## src/rtl/riscv_pkg.sv

```systemverilog
// Shared load/store encodings, LSU state type and the store-strobe helper.
// Pure declarations; no timing or flow control of its own.
package riscv_pkg;

    localparam logic [2:0] F3_B  = 3'b000;
    localparam logic [2:0] F3_H  = 3'b001;
    localparam logic [2:0] F3_W  = 3'b010;
    localparam logic [2:0] F3_BU = 3'b100;
    localparam logic [2:0] F3_HU = 3'b101;

    typedef enum logic [1:0] {
        IDLE = 2'd0,
        REQ  = 2'd1,
        DONE = 2'd2
    } lsu_state_t;

    // Byte-lane enables for a store of the given size at byte offset off.
    function automatic logic [3:0] store_strobe(input logic [2:0] f3, input logic [1:0] off);
        logic [3:0] strb;
        case (f3)
            F3_B:    strb = 4'b0001 << off;
            F3_H:    strb = 4'b0011 << off;
            default: strb = 4'b1111;
        endcase
        return strb;
    endfunction

endpackage

```

## src/rtl/load_extend.sv

```systemverilog
// Lane select plus sign/zero extension of a 32-bit read word; purely combinational.
// Zero latency, no flow control.
module load_extend
    import riscv_pkg::*;
(
    input  logic [31:0] i_word,
    input  logic [1:0]  i_offset,
    input  logic [2:0]  i_funct3,
    output logic [31:0] o_result
);

    logic [7:0]  w_byte;
    logic [15:0] w_half;

    always_comb begin
        case (i_offset)
            2'd0:    w_byte = i_word[7:0];
            2'd1:    w_byte = i_word[15:8];
            2'd2:    w_byte = i_word[23:16];
            default: w_byte = i_word[31:24];
        endcase
        w_half = i_offset[1] ? i_word[31:16] : i_word[15:0];
    end

    always_comb begin
        case (i_funct3)
            F3_B:    o_result = {{24{w_byte[7]}}, w_byte};
            F3_H:    o_result = {{16{w_half[15]}}, w_half};
            F3_BU:   o_result = {24'd0, w_byte};
            F3_HU:   o_result = {16'd0, w_half};
            default: o_result = i_word;
        endcase
    end

endmodule

```

## src/rtl/load_store_unit.sv

```systemverilog
// Data-memory access unit: issues one valid/ready bus request per load/store and stalls the core.
// Min 3 cycles (IDLE, REQ, DONE); REQ holds the bus until BusReady or TIMEOUT_CYCLES elapse.
module load_store_unit
    import riscv_pkg::*;
#(
    parameter int TIMEOUT_CYCLES = 64,
    parameter int CNT_W          = 7
) (
    input  logic        clk,
    input  logic        reset,
    input  logic        MemRead,
    input  logic        MemWrite,
    input  logic [2:0]  Funct3,
    input  logic [31:0] ALUResult,
    input  logic [31:0] WriteData,
    output logic [31:0] ReadData,
    output logic        Done,
    output logic        Stall,
    output logic        MemFault,
    output logic        BusError,
    output logic        BusValid,
    output logic        BusWrite,
    output logic [31:0] BusAddr,
    output logic [31:0] BusWData,
    output logic [3:0]  BusWStrb,
    input  logic        BusReady,
    input  logic [31:0] BusRData
);

    lsu_state_t       r_state;
    lsu_state_t       w_state_nxt;
    logic [CNT_W-1:0] r_cnt;
    logic [2:0]       r_f3;
    logic [1:0]       r_off;

    logic        w_access;
    logic        w_ld_f3_ok;
    logic        w_st_f3_ok;
    logic        w_misalign;
    logic        w_fault_any;
    logic        w_start;
    logic        w_timeout;
    logic [31:0] w_ext;
    logic [31:0] w_wdata_rep;

    assign w_access   = MemRead | MemWrite;
    assign w_ld_f3_ok = (Funct3 == F3_B) | (Funct3 == F3_H) | (Funct3 == F3_W) |
                        (Funct3 == F3_BU) | (Funct3 == F3_HU);
    assign w_st_f3_ok = (Funct3 == F3_B) | (Funct3 == F3_H) | (Funct3 == F3_W);
    assign w_misalign = (((Funct3 == F3_H) | (Funct3 == F3_HU)) & ALUResult[0]) |
                        ((Funct3 == F3_W) & (|ALUResult[1:0]));
    assign w_fault_any = (MemRead & MemWrite) |
                         (MemRead  & (!w_ld_f3_ok | w_misalign)) |
                         (MemWrite & (!w_st_f3_ok | w_misalign));
    assign w_timeout  = (r_cnt == CNT_W'(TIMEOUT_CYCLES - 1));

    always_comb begin
        case (Funct3)
            F3_B:    w_wdata_rep = {4{WriteData[7:0]}};
            F3_H:    w_wdata_rep = {2{WriteData[15:0]}};
            default: w_wdata_rep = WriteData;
        endcase
    end

    always_ff @(posedge clk) begin
        if (reset) r_state <= IDLE;
        else       r_state <= w_state_nxt;
    end

    always_comb begin
        w_state_nxt = r_state;
        MemFault    = 1'b0;
        Stall       = 1'b0;
        w_start     = 1'b0;
        case (r_state)
            IDLE: begin
                MemFault = w_fault_any;
                if (w_access && !w_fault_any) begin
                    w_start     = 1'b1;
                    Stall       = 1'b1;
                    w_state_nxt = REQ;
                end
            end
            REQ: begin
                Stall = 1'b1;
                if (BusReady || w_timeout) w_state_nxt = DONE;
            end
            DONE:    w_state_nxt = IDLE;
            default: w_state_nxt = IDLE;
        endcase
    end

    load_extend u_load_extend (
        .i_word   (BusRData),
        .i_offset (r_off),
        .i_funct3 (r_f3),
        .o_result (w_ext)
    );

    always_ff @(posedge clk) begin
        if (reset) begin
            BusValid <= 1'b0;
            BusWrite <= 1'b0;
            BusAddr  <= 32'd0;
            BusWData <= 32'd0;
            BusWStrb <= 4'd0;
            ReadData <= 32'd0;
            Done     <= 1'b0;
            BusError <= 1'b0;
            r_cnt    <= '0;
            r_f3     <= 3'd0;
            r_off    <= 2'd0;
        end else begin
            case (r_state)
                IDLE: begin
                    if (w_start) begin
                        BusValid <= 1'b1;
                        BusWrite <= MemWrite;
                        BusAddr  <= {ALUResult[31:2], 2'b00};
                        BusWData <= w_wdata_rep;
                        BusWStrb <= MemWrite ? store_strobe(Funct3, ALUResult[1:0]) : 4'b0000;
                        r_f3     <= Funct3;
                        r_off    <= ALUResult[1:0];
                        r_cnt    <= '0;
                    end
                end
                REQ: begin
                    // Bus outputs stay frozen until the slave answers or we give up.
                    if (BusReady) begin
                        BusValid <= 1'b0;
                        Done     <= 1'b1;
                        ReadData <= BusWrite ? 32'd0 : w_ext;
                    end else if (w_timeout) begin
                        BusValid <= 1'b0;
                        Done     <= 1'b1;
                        BusError <= 1'b1;
                        ReadData <= 32'd0;
                    end else begin
                        r_cnt <= r_cnt + CNT_W'(1);
                    end
                end
                default: begin
                    Done     <= 1'b0;
                    BusError <= 1'b0;
                    BusWrite <= 1'b0;
                    BusWStrb <= 4'd0;
                end
            endcase
        end
    end

endmodule
```

## config.mk

```make
export PLATFORM = sky130hd
export DESIGN_NAME = load_store_unit
export DESIGN_NICKNAME = d
export VERILOG_FILES = /design/src/rtl/riscv_pkg.sv /design/src/rtl/load_extend.sv /design/src/rtl/load_store_unit.sv
export SDC_FILE = /design/constraint.sdc
export NUM_CORES = 1
export LEC_CHECK = 0
export BUFFER_PORTS_ARGS = -buffer_cell sky130_fd_sc_hd__buf_2
export CORE_MARGIN = 5
export CORE_UTILIZATION = 49
export CTS_CLUSTER_SIZE = 16
export DETAILED_ROUTE_END_ITERATION = 12
export PLACE_DENSITY = 0.83
export RECOVER_POWER = 50
export SKIP_LAST_GASP = 1
export SLEW_MARGIN = 30
export SYNTH_ARGS = -nofsm -noshare
export SYNTH_HDL_FRONTEND = slang
export SYNTH_SLANG_ARGS = --single-unit
```

## constraint.sdc

```tcl
create_clock -name clk -period 5.1 [get_ports clk]
set_clock_uncertainty 0.2 [all_clocks]
set_input_delay 0.765 -clock clk [delete_from_list [all_inputs] [get_ports clk]]
set_output_delay 0.765 -clock clk [all_outputs]
set_load 0.1 [all_outputs]
```

Yosys cells after proc, flatten, opt, wreduce, memory -nomap -nowiden

Cells that the tools add are included.
W data, S select, Z words.

Add/sub/neg operators: 1
Eq/ne operators: 18
Shift operators: 2
Multiplexer cells: 33
Bitwise gates (word level): 18
Reduce and logical (&&, ||, !) cells: 20

Operator list:

| operator              | count |
|---|---|
| $pmux W32 S4          | 1 |
| $mux W32              | 3 |
| $pmux W32 S2          | 1 |
| $pmux W8 S3           | 1 |
| $mux W7               | 3 |
| $mux W16              | 1 |
| $pmux W4 S2           | 2 |
| $pmux W7 S2           | 1 |
| $eq A3 B3 Y1 const B  | 4 |
| $ne A2 B2 Y1 const B  | 6 |
| $or A1 B1 Y1          | 11 |
| $mux W1               | 10 |
| $pmux W1 S2           | 5 |
| $reduce_and A2 Y1     | 5 |
| $mux W4               | 2 |
| $add A7 B1 Y7 const B | 1 |
| $eq A7 B6 Y1 const B  | 1 |
| $eq A3 B1 Y1 const B  | 2 |
| $logic_not A3 Y1      | 2 |
| $reduce_and A3 Y1     | 2 |
| $and A1 B1 Y1         | 5 |
| $eq A2 B1 Y1 const B  | 2 |
| $logic_not A2 Y1      | 2 |
| $mux W2               | 2 |
| other kinds (13)      | 17 |

Register bits after elaboration: 116
Word-level logic and storage cells: 104

Longest topological paths before layout

Gate-level depths: netlist of the first run.

Word-level depth: 16
Gate-level depth with buffers: 7

Hierarchy

Synthesis of the first run repeated with hierarchy kept, for this count alone.

Cell total of the unflattened synthesis: 646
Area total of the unflattened synthesis: 5426.5 um^2

Modules (own cells, without submodules):

| module          | instances | cells each | area an instance (um^2) |
|---|---|---|---|
| load_store_unit | 1         | 515        | 4703.3 |
| load_extend     | 1         | 131        | 723.2 |

Least setup slack after synthesis of the first run

No wires, ideal clock.

Path kind: in2out
From: input port ALUResult[0]
To: output port Stall
Arrival: 3755 ps
Data required time: 4135 ps
Setup slack: 380 ps
Stages on the path: 5
Path through: buf_2 > nor4_4 > nor2_1 > o21a_1 > o31ai_1

Longest elaborated chain between the ends: 11

Ends and longest elaborated chain:

| what                  | line                  | source |
|---|---|---|
| from (decl)           | load_store_unit.sv:14 | `input logic [31:0] ALUResult,` |
| $reduce_or A2 Y1      | load_store_unit.sv:51 | `((Funct3 == F3_W) & (\|ALUResult[1:0]));` |
| $and A1 B1 Y1         | load_store_unit.sv:51 |  |
| $or A1 B1 Y1 *        | load_store_unit.sv:50 | `assign w_misalign = (((Funct3 == F3_H) \| (Funct3 == F3_HU)) & ALUResult[0]) \|` |
| $or A1 B1 Y1          | load_store_unit.sv:53 | `(MemRead & (!w_ld_f3_ok \| w_misalign)) \|` |
| $and A1 B1 Y1         | load_store_unit.sv:53 |  |
| $or A1 B1 Y1          | load_store_unit.sv:52 | `assign w_fault_any = (MemRead & MemWrite) \|` |
| $or A1 B1 Y1 *        | load_store_unit.sv:53 |  |
| $logic_not A1 Y1 *    | load_store_unit.sv:78 | `if (w_access && !w_fault_any) begin` |
| $logic_and A1 B1 Y1 * | load_store_unit.sv:78 |  |
| $mux W1 *             | load_store_unit.sv:78 |  |
| $pmux W1 S2 *         | load_store_unit.sv:75 | `case (r_state)` |
| to (decl)             | load_store_unit.sv:18 | `output logic Stall,` |

Mark *: on every way between the ends. The rest lies on a longest branch, timed or not.

Final worst setup path of the first run

From: register r_state[1]
To: register BusWData[16]

Longest elaborated chain between the ends: 3

Ends and longest elaborated chain:

| what                                 | line                                          | source |
|---|---|---|
| from (decl)                          | load_store_unit.sv:30                         | `lsu_state_t r_state;` |
| from (signal assigned)               | load_store_unit.sv:67                         | `else r_state <= w_state_nxt;` |
| $logic_not A2 Y1 *                   | load_store_unit.sv:75, load_store_unit.sv:114 |  |
| $mux W1                              | load_store_unit.sv:75                         |  |
| $reduce_and A2 Y1 (no source line) * | --                                            |  |
| to (signal assigned)                 | load_store_unit.sv:120                        | `BusWData <= w_wdata_rep;` |
| to (decl)                            | load_store_unit.sv:24                         | `output logic [31:0] BusWData,` |

Marked as above.
A chain may end at the register's enable or synchronous reset.

==> results.py, run 1 <==
metrics = {
    "timing": {
        "slew_viol_final": 46,
        "finalCriticalPeriod_ps": 4060,
        "setup_tns_ps": 0,
        "finalSetupViolations": 0,
        "worst_slack_ps": 1040,
        "fmax_mhz": 246,
        "maxSlewHeadroom": -0.506,
        "final_hold_viol_count": 0,
        "rsz0062_at_grt": "false",
        "worstMarginPinSlew_ps": 2260,
        "min_period_over_period": 0.797,
    },
    "worst_setup_path": {
        "crit_buf_inv": 2,
        "cp_max_fo": 63,
        "slowest_delay_ps": 1650,
        "critical-path-top-delay-family": "buffers and inverters",
        "reg2reg_depth": 6,
        "worstSetupStartpointType": "flop",
        "cp-end-kind": "flop",
        "critPathSlowestCell": "clkbuf_1",
        "r2r_slack_ps": 1040,
        "worstPathArrival_ps": 4200,
        "worst-path-stages": 6,
        "rr_endpoint": "BusWData[16]$_SDFFE_PP0P_",
        "worstPathRequired_ps": 5240,
        "timing.rr.start": "r_state[1]$_SDFFE_PP0P_",
        "crit_chain": "nor2_1 -> clkbuf_1 -> o211ai_4 -> buf_4 -> a21o_1 -> a21oi_1",
        "worstSetupPathType": "reg2reg",
    },
    "logic_synthesis": {
        "synth-edff-count": 0,
        "synth_area_um2": 5710,
        "yosys_most_used_dff": "dfxtp_1",
        "synth_cell_type_count": 56,
        "synth-seq-cells": 116,
        "yosysWarnings": 0,
        "syn_area_per_cell_um2": 9.19,
        "synthArstFlopShare": 0,
        "seq_area_frac_synth": 0.406,
        "synthCells": 622,
    },
    "clock_network": {
        "postCtsHoldBufs": 0,
        "cts_tree": "yes",
        "clkLatencyLatePin_ps": 410,
        "clkTransAtPathRegs_ps": 60,
        "cts.sinks": 116,
        "cts.path.max_buffers": 2,
        "h-tree-depth": 4,
        "cts-buffers-inserted": 17,
        "clock-root-buffer": "clkbuf_16",
        "post_cts_buffers": 0,
        "ctsResizeCount": 0,
    },
    "cells_and_area": {
        "seq_area_um2": 2320,
        "layout_common_cells": "116 x dfxtp_1, 106 x buf_2, 103 x clkbuf_1, 57 x a21oi_1, 56 x nand3_1",
        "syn_to_final_growth_pct": 25.4,
        "nets": 892,
        "layout-drive-gt1-share": 0.219,
        "multi_input_area_um2": 3050,
        "post-route-util": 0.627,
        "final_common_cell": "dfxtp_1",
        "fillCellCount": 1041,
    },
    "floorplanning": {
        "initial_core_util": 0.500,
        "row_count": 39,
        "die_area_um2": 13900,
        "fp.dieH_um": 118,
        "die_x_um": 118,
        "io_pins": 210,
        "core_area_um2": 11400,
    },
    "detailed_routing": {
        "highest_layer": "met5",
        "drtIter0Drc": 428,
        "routed_wl_mm": 17.5,
        "wirelength_met1_mm": 7.40,
        "wl_met2_mm": 8.19,
        "via_count": 5616,
        "ant_nets": 0,
        "wl_per_cell_um": 18.5,
        "via_per_inst": 5.95,
        "remaining_drc_errors": 0,
        "wl_met3_mm": 1.60,
        "drtPass1Iterations": 6,
    },
    "power_and_ir_drop": {
        "switchingPower_uw": 861,
        "pwr_density_cell_nw_per_um2": 382,
        "p_comb_frac": 0.199,
        "switching_share": 0.315,
        "p_int_mw": 1.87,
        "leakagePower_nw": 2.84,
        "irDropWorstVdd_v": 0.000260,
        "p_clk_frac": 0.447,
        "seqPwrFrac": 0.354,
    },
    "grt": {
        "grt_overflow": 0,
        "grt_first_pass_wirelength_mm": 28.1,
        "grtUsageTotal": 0.243,
        "grt_max_degree": 79,
        "grt_pass1_vias": 5482,
        "antenna_found_initial": 2,
    },
    "worst_hold_path": {
        "hold_path.class": "reg2reg",
        "min_from": "Done$_SDFFE_PP0P_",
        "hold_path_depth": 2,
        "worstHoldEndpoint": "Done$_SDFFE_PP0P_",
    },
    "placement": {
        "pre_cts_ws_ps": 1730,
        "dp.final_hpwl_mm": 11.8,
        "gp_congestion": 0.862,
        "port_buffers": 207,
    },
    "flow_run": {
        "cap_violations": 1,
    },
    "status": {
        "status": "complete, but fails checks",
        "failed_checks": "capacitance limit, slew limit",
    },
}
-- worst register-to-register path: cells and delay by family (launching register included) --
kind	cells	cell delay [ps]
buf+inv	2	2170
compound gates	3	960
simple gates	1	300
flops	1	370
-- registers in the layout (all words and copies together), names as in the netlist --
signal	flops
BusAddr	30
Done	1
BusValid	1
BusWrite	1
BusWStrb	4
r_state	2
ReadData	32
r_cnt	7
BusError	1
BusWData	32
r_f3	3
r_off	2
-- cells in the mapped netlist, types with 2 or more instances --
cell,n,area (um^2)
nor3_1,3,15.0
o31ai_1,11,82.6
a21o_1,17,128
o21ai_0,22,110
o31ai_2,7,87.6
nand3b_1,2,15.0
buf_4,4,30.0
o21ai_1,2,10.0
mux2_2,8,90.1
clkbuf_1,30,113
nand2_1,19,71.3
nor3_2,2,20.0
nor2b_1,3,18.8
dfxtp_1,116,2320
and2_1,8,50.1
a21oi_1,57,285
o2bb2ai_1,23,201
and3b_1,2,17.5
or3_1,5,31.3
o21a_1,4,30.0
a221oi_1,5,43.8
mux2i_1,49,490
nand2b_1,10,62.6
and3_1,2,12.5
buf_6,3,33.8
inv_1,15,56.3
nor2_1,10,37.5
a221oi_2,3,45.0
buf_1,4,15.0
nand4_1,19,119
a22o_1,5,43.8
buf_2,26,130
o32ai_1,2,17.5
a31oi_1,5,31.3
nand3_1,56,280
o211ai_1,43,323
-- worst max path at each step --
stage,start,to,slack [ps]
2_1_floorplan,ALUResult[0],Stall,380
3_3_place_gp,Funct3[0],Stall,1750
3_5_place_dp,Funct3[0],Stall,1730
4_1_cts,Funct3[0],Stall,1720
5_1_grt,r_state[1]$_SDFFE_PP0P_,BusWData[16]$_SDFFE_PP0P_,810
6_report,r_state[1]$_SDFFE_PP0P_,BusWData[16]$_SDFFE_PP0P_,1040
-- routing by layer --
layer | GRT usage | vias up
met3 | 0.0846 | 34
met1 | 0.309 | 2651
met4 | 0.0910 | 4
met5 | 0 | -
li1 | - | 2673
met2 | 0.382 | 254
-- final cells by class --
class | count | area share
antenna | 2 | 0.000699
clock buffer | 22 | 0.0676
clock inverter | 9 | 0.0176
inverter | 15 | 0.00786
multi-input combinational | 425 | 0.425
sequential | 116 | 0.324
tap | 143 | 0.0250
timing repair buffer | 212 | 0.132
-- logic make-up (layout without fill, tap and decap cells) --
kind of cell             after synthesis  in the layout  synth area share
AO/OA/AOI/OAI                        218            218             0.278
AND/OR/NAND/NOR                      146            146             0.141
flip-flops                           116            116             0.406
buffers and inverters                 82            258            0.0661
multiplexers                          58             58             0.106
adder cells (fa/ha/maj)                1              1           0.00219
other                                  1              4          0.000656
-- metrics by stage --
step | area, um^2 | power (mW) | hold WS, ps | std cells
after CTS | 7290 | 2.76 | 242 | 942
after detailed placement | 6680 | 1.54 | 234 | 911
after global routing | 7160 | 2.83 | 275 | 942
after floorplan | 5720 | 1.41 | 253 | 623
final | 7160 | 2.74 | 246 | 944
after global placement | 6680 | 1.53 | 233 | 911
-- power by group through the flow --
stage	logic (mW)	registers, mW	clock network [mW]
floorplan	0.204	1.21	0
global placement	0.547	0.985	0
detailed placement	0.551	0.986	0
CTS	0.552	0.967	1.24
global route	0.572	0.972	1.28
finish	0.544	0.968	1.22
Note: power is estimated with default switching activity, not from simulation.
==> inputs of run 2 (changes only) <==
- CORE_UTILIZATION: 49 -> 45
- PLACE_DENSITY: 0.83 -> 0.81
- clock period: 5.1 -> 3.4 ns (I/O delays scaled with it)
==> run 2 against run 1 <==
The run now ends clean. Cell count up 3.4%. Sequential power up 50%. Clock-buffer cell count down 1. Worst setup slack worse by 490 ps. Core utilization down 4.5 points. Global-route usage down 1.4 points. Wire length up 0.65%. Clock power up 57%.
==> results.py, run 2 (synthesis results as in run 1) <==
metrics = {
    "placement": {
        "pre_cts_ws_ps": 543,
        "port_buffers": 207,
        "place_area_um2": 6780,
        "dp.final_hpwl_mm": 12.3,
        "gp_congestion": 0.859,
    },
    "detailed_routing": {
        "ant_nets": 0,
        "routed_wl_mm": 17.6,
        "via_count": 5634,
        "wl_per_cell_um": 18.1,
        "via_per_inst": 5.77,
        "drtIter0Drc": 387,
        "drtPass1Iterations": 5,
        "remaining_drc_errors": 0,
    },
    "grt": {
        "grt_pass1_vias": 5255,
        "grt_max_degree": 79,
        "grt_first_pass_wirelength_mm": 27.5,
        "antenna_found_initial": 2,
        "grt_overflow": 0,
        "grtUsageTotal": 0.230,
    },
    "worst_setup_path": {
        "slowest_delay_ps": 460,
        "critPathSlowestCell": "buf_2",
        "worstSetupPathType": "in2out",
        "cp-end-kind": "output port",
        "crit_start": "Funct3[0]",
        "cp_max_fo": 15,
        "crit_path_frequent_cell": "buf_2",
        "timing.rr.start": "r_state[1]$_SDFFE_PP0P_",
        "worstPathRequired_ps": 2690,
        "worstPathArrival_ps": 2140,
        "worstSetupStartpointType": "primary input",
        "crit_chain": "buf_2 -> nor4_4 -> nor2_1 -> o21a_1 -> o31ai_2 -> buf_2",
    },
    "clock_network": {
        "postCtsHoldBufs": 0,
        "post_cts_buffers": 0,
        "cts.path.max_buffers": 2,
        "cts-buffers-inserted": 17,
        "ctsResizeCount": 0,
        "h-tree-depth": 4,
        "cts_tree": "yes",
        "clkLatencyLatePin_ps": 410,
        "cts.sinks": 116,
        "clkTransAtPathRegs_ps": 50,
        "clock-root-buffer": "clkbuf_16",
    },
    "cells_and_area": {
        "nets": 896,
        "final_area_um2": 7290,
        "final_common_cell": "dfxtp_1",
        "reg_top3": "BusWData: 32 flops, ReadData: 32 flops, BusAddr: 30 flops",
        "diodes": 0,
        "layout-drive-gt1-share": 0.229,
        "syn_to_final_growth_pct": 27.6,
        "layout_common_cells": "116 x dfxtp_1, 107 x buf_2, 102 x clkbuf_1, 57 x a21oi_1, 56 x nand3_1",
    },
    "timing": {
        "final_hold_viol_count": 0,
        "rsz0062_at_grt": "false",
        "slew_viol_final": 0,
        "finalSetupViolations": 0,
        "maxSlewHeadroom": 0.125,
        "finalCriticalPeriod_ps": 2850,
        "worstMarginPinSlew_ps": 1320,
        "whs_ps": 174,
        "setup_tns_ps": 0,
        "worst_slack_ps": 548,
        "min_period_over_period": 0.839,
        "fmax_mhz": 351,
    },
    "power_and_ir_drop": {
        "total_power_mw": 4.19,
        "irDropWorstVdd_v": 0.000331,
        "leakagePower_nw": 2.88,
        "pwr_density_cell_nw_per_um2": 575,
    },
    "floorplanning": {
        "row_count": 41,
        "initial_core_util": 0.457,
        "die_area_um2": 15100,
        "fp.dieH_um": 123,
        "die_x_um": 123,
        "io_pins": 210,
        "core_area_um2": 12500,
    },
    "worst_hold_path": {
        "min_from": "ALUResult[18]",
        "hold_path.class": "in2reg",
    },
    "flow_run": {
        "cap_violations": 0,
    },
    "status": {
        "status": "completed",
    },
}
-- run 2: cell types whose count changed in the layout (fill, tap and decap cells not counted), moves of 2 or more --
cell / change
clkbuf_8: -2
clkinvlp_4: +3
buf_12: +2
clkinv_4: +2
diode_2: -2
buf_4: +3
clkinv_2: -4
-- run 2: cell type report --
type / count / area, um^2
Multi-Input combinational cell: 425 / 3060
Sequential cell: 116 / 2320
Clock buffer: 21 / 460
Timing Repair Buffer: 216 / 1000
Tap cell: 172 / 215
Clock inverter: 11 / 176
Fill cell: 1208 / 5230
Inverter: 15 / 56.3
-- run 2: per-stage QoR --
step                      cells  utilization
final                       976        0.583
after global routing        976        0.583
after CTS                   976        0.592
after detailed placement    944        0.541
after global placement      944        0.541
after floorplan             623            -
-- run 2: worst max-delay path, delay by kind of cell --
kind | cells | cell delay [ps]
buffers and inverters | 2 | 700
AND/OR/NAND/NOR | 2 | 490
AO/OA/AOI/OAI | 2 | 430
-- run 2: layer usage --
metal / GRT usage / routed length, um / up-vias
met2: 0.348 / 8050 / 255
met1: 0.302 / 7600 / 2666
met3: 0.0797 / 1670 / 26
met4: 0.0861 / 290 / 4
li1: - / - / 2683
met5: 0 / 14 / -
-- run 2: worst paths after layout --
kind                          endpoint  slack [ps]  cells past startpoint
max                              Stall         550                      6
min           BusAddr[18]$_SDFFE_PP0P_         170                      3
max reg2reg  ReadData[11]$_SDFFE_PP0P_        1140                      4
min reg2reg   ReadData[9]$_SDFFE_PP0P_         250                      1
-- run 2: where the power goes --
| part | switching [mW] | internal [mW] |
|---|---|---|
| Clock | 0.649 | 1.27 |
| Combinational | 0.644 | 0.182 |
| Sequential | 0.0355 | 1.41 |
| Total | 1.33 | 2.86 |
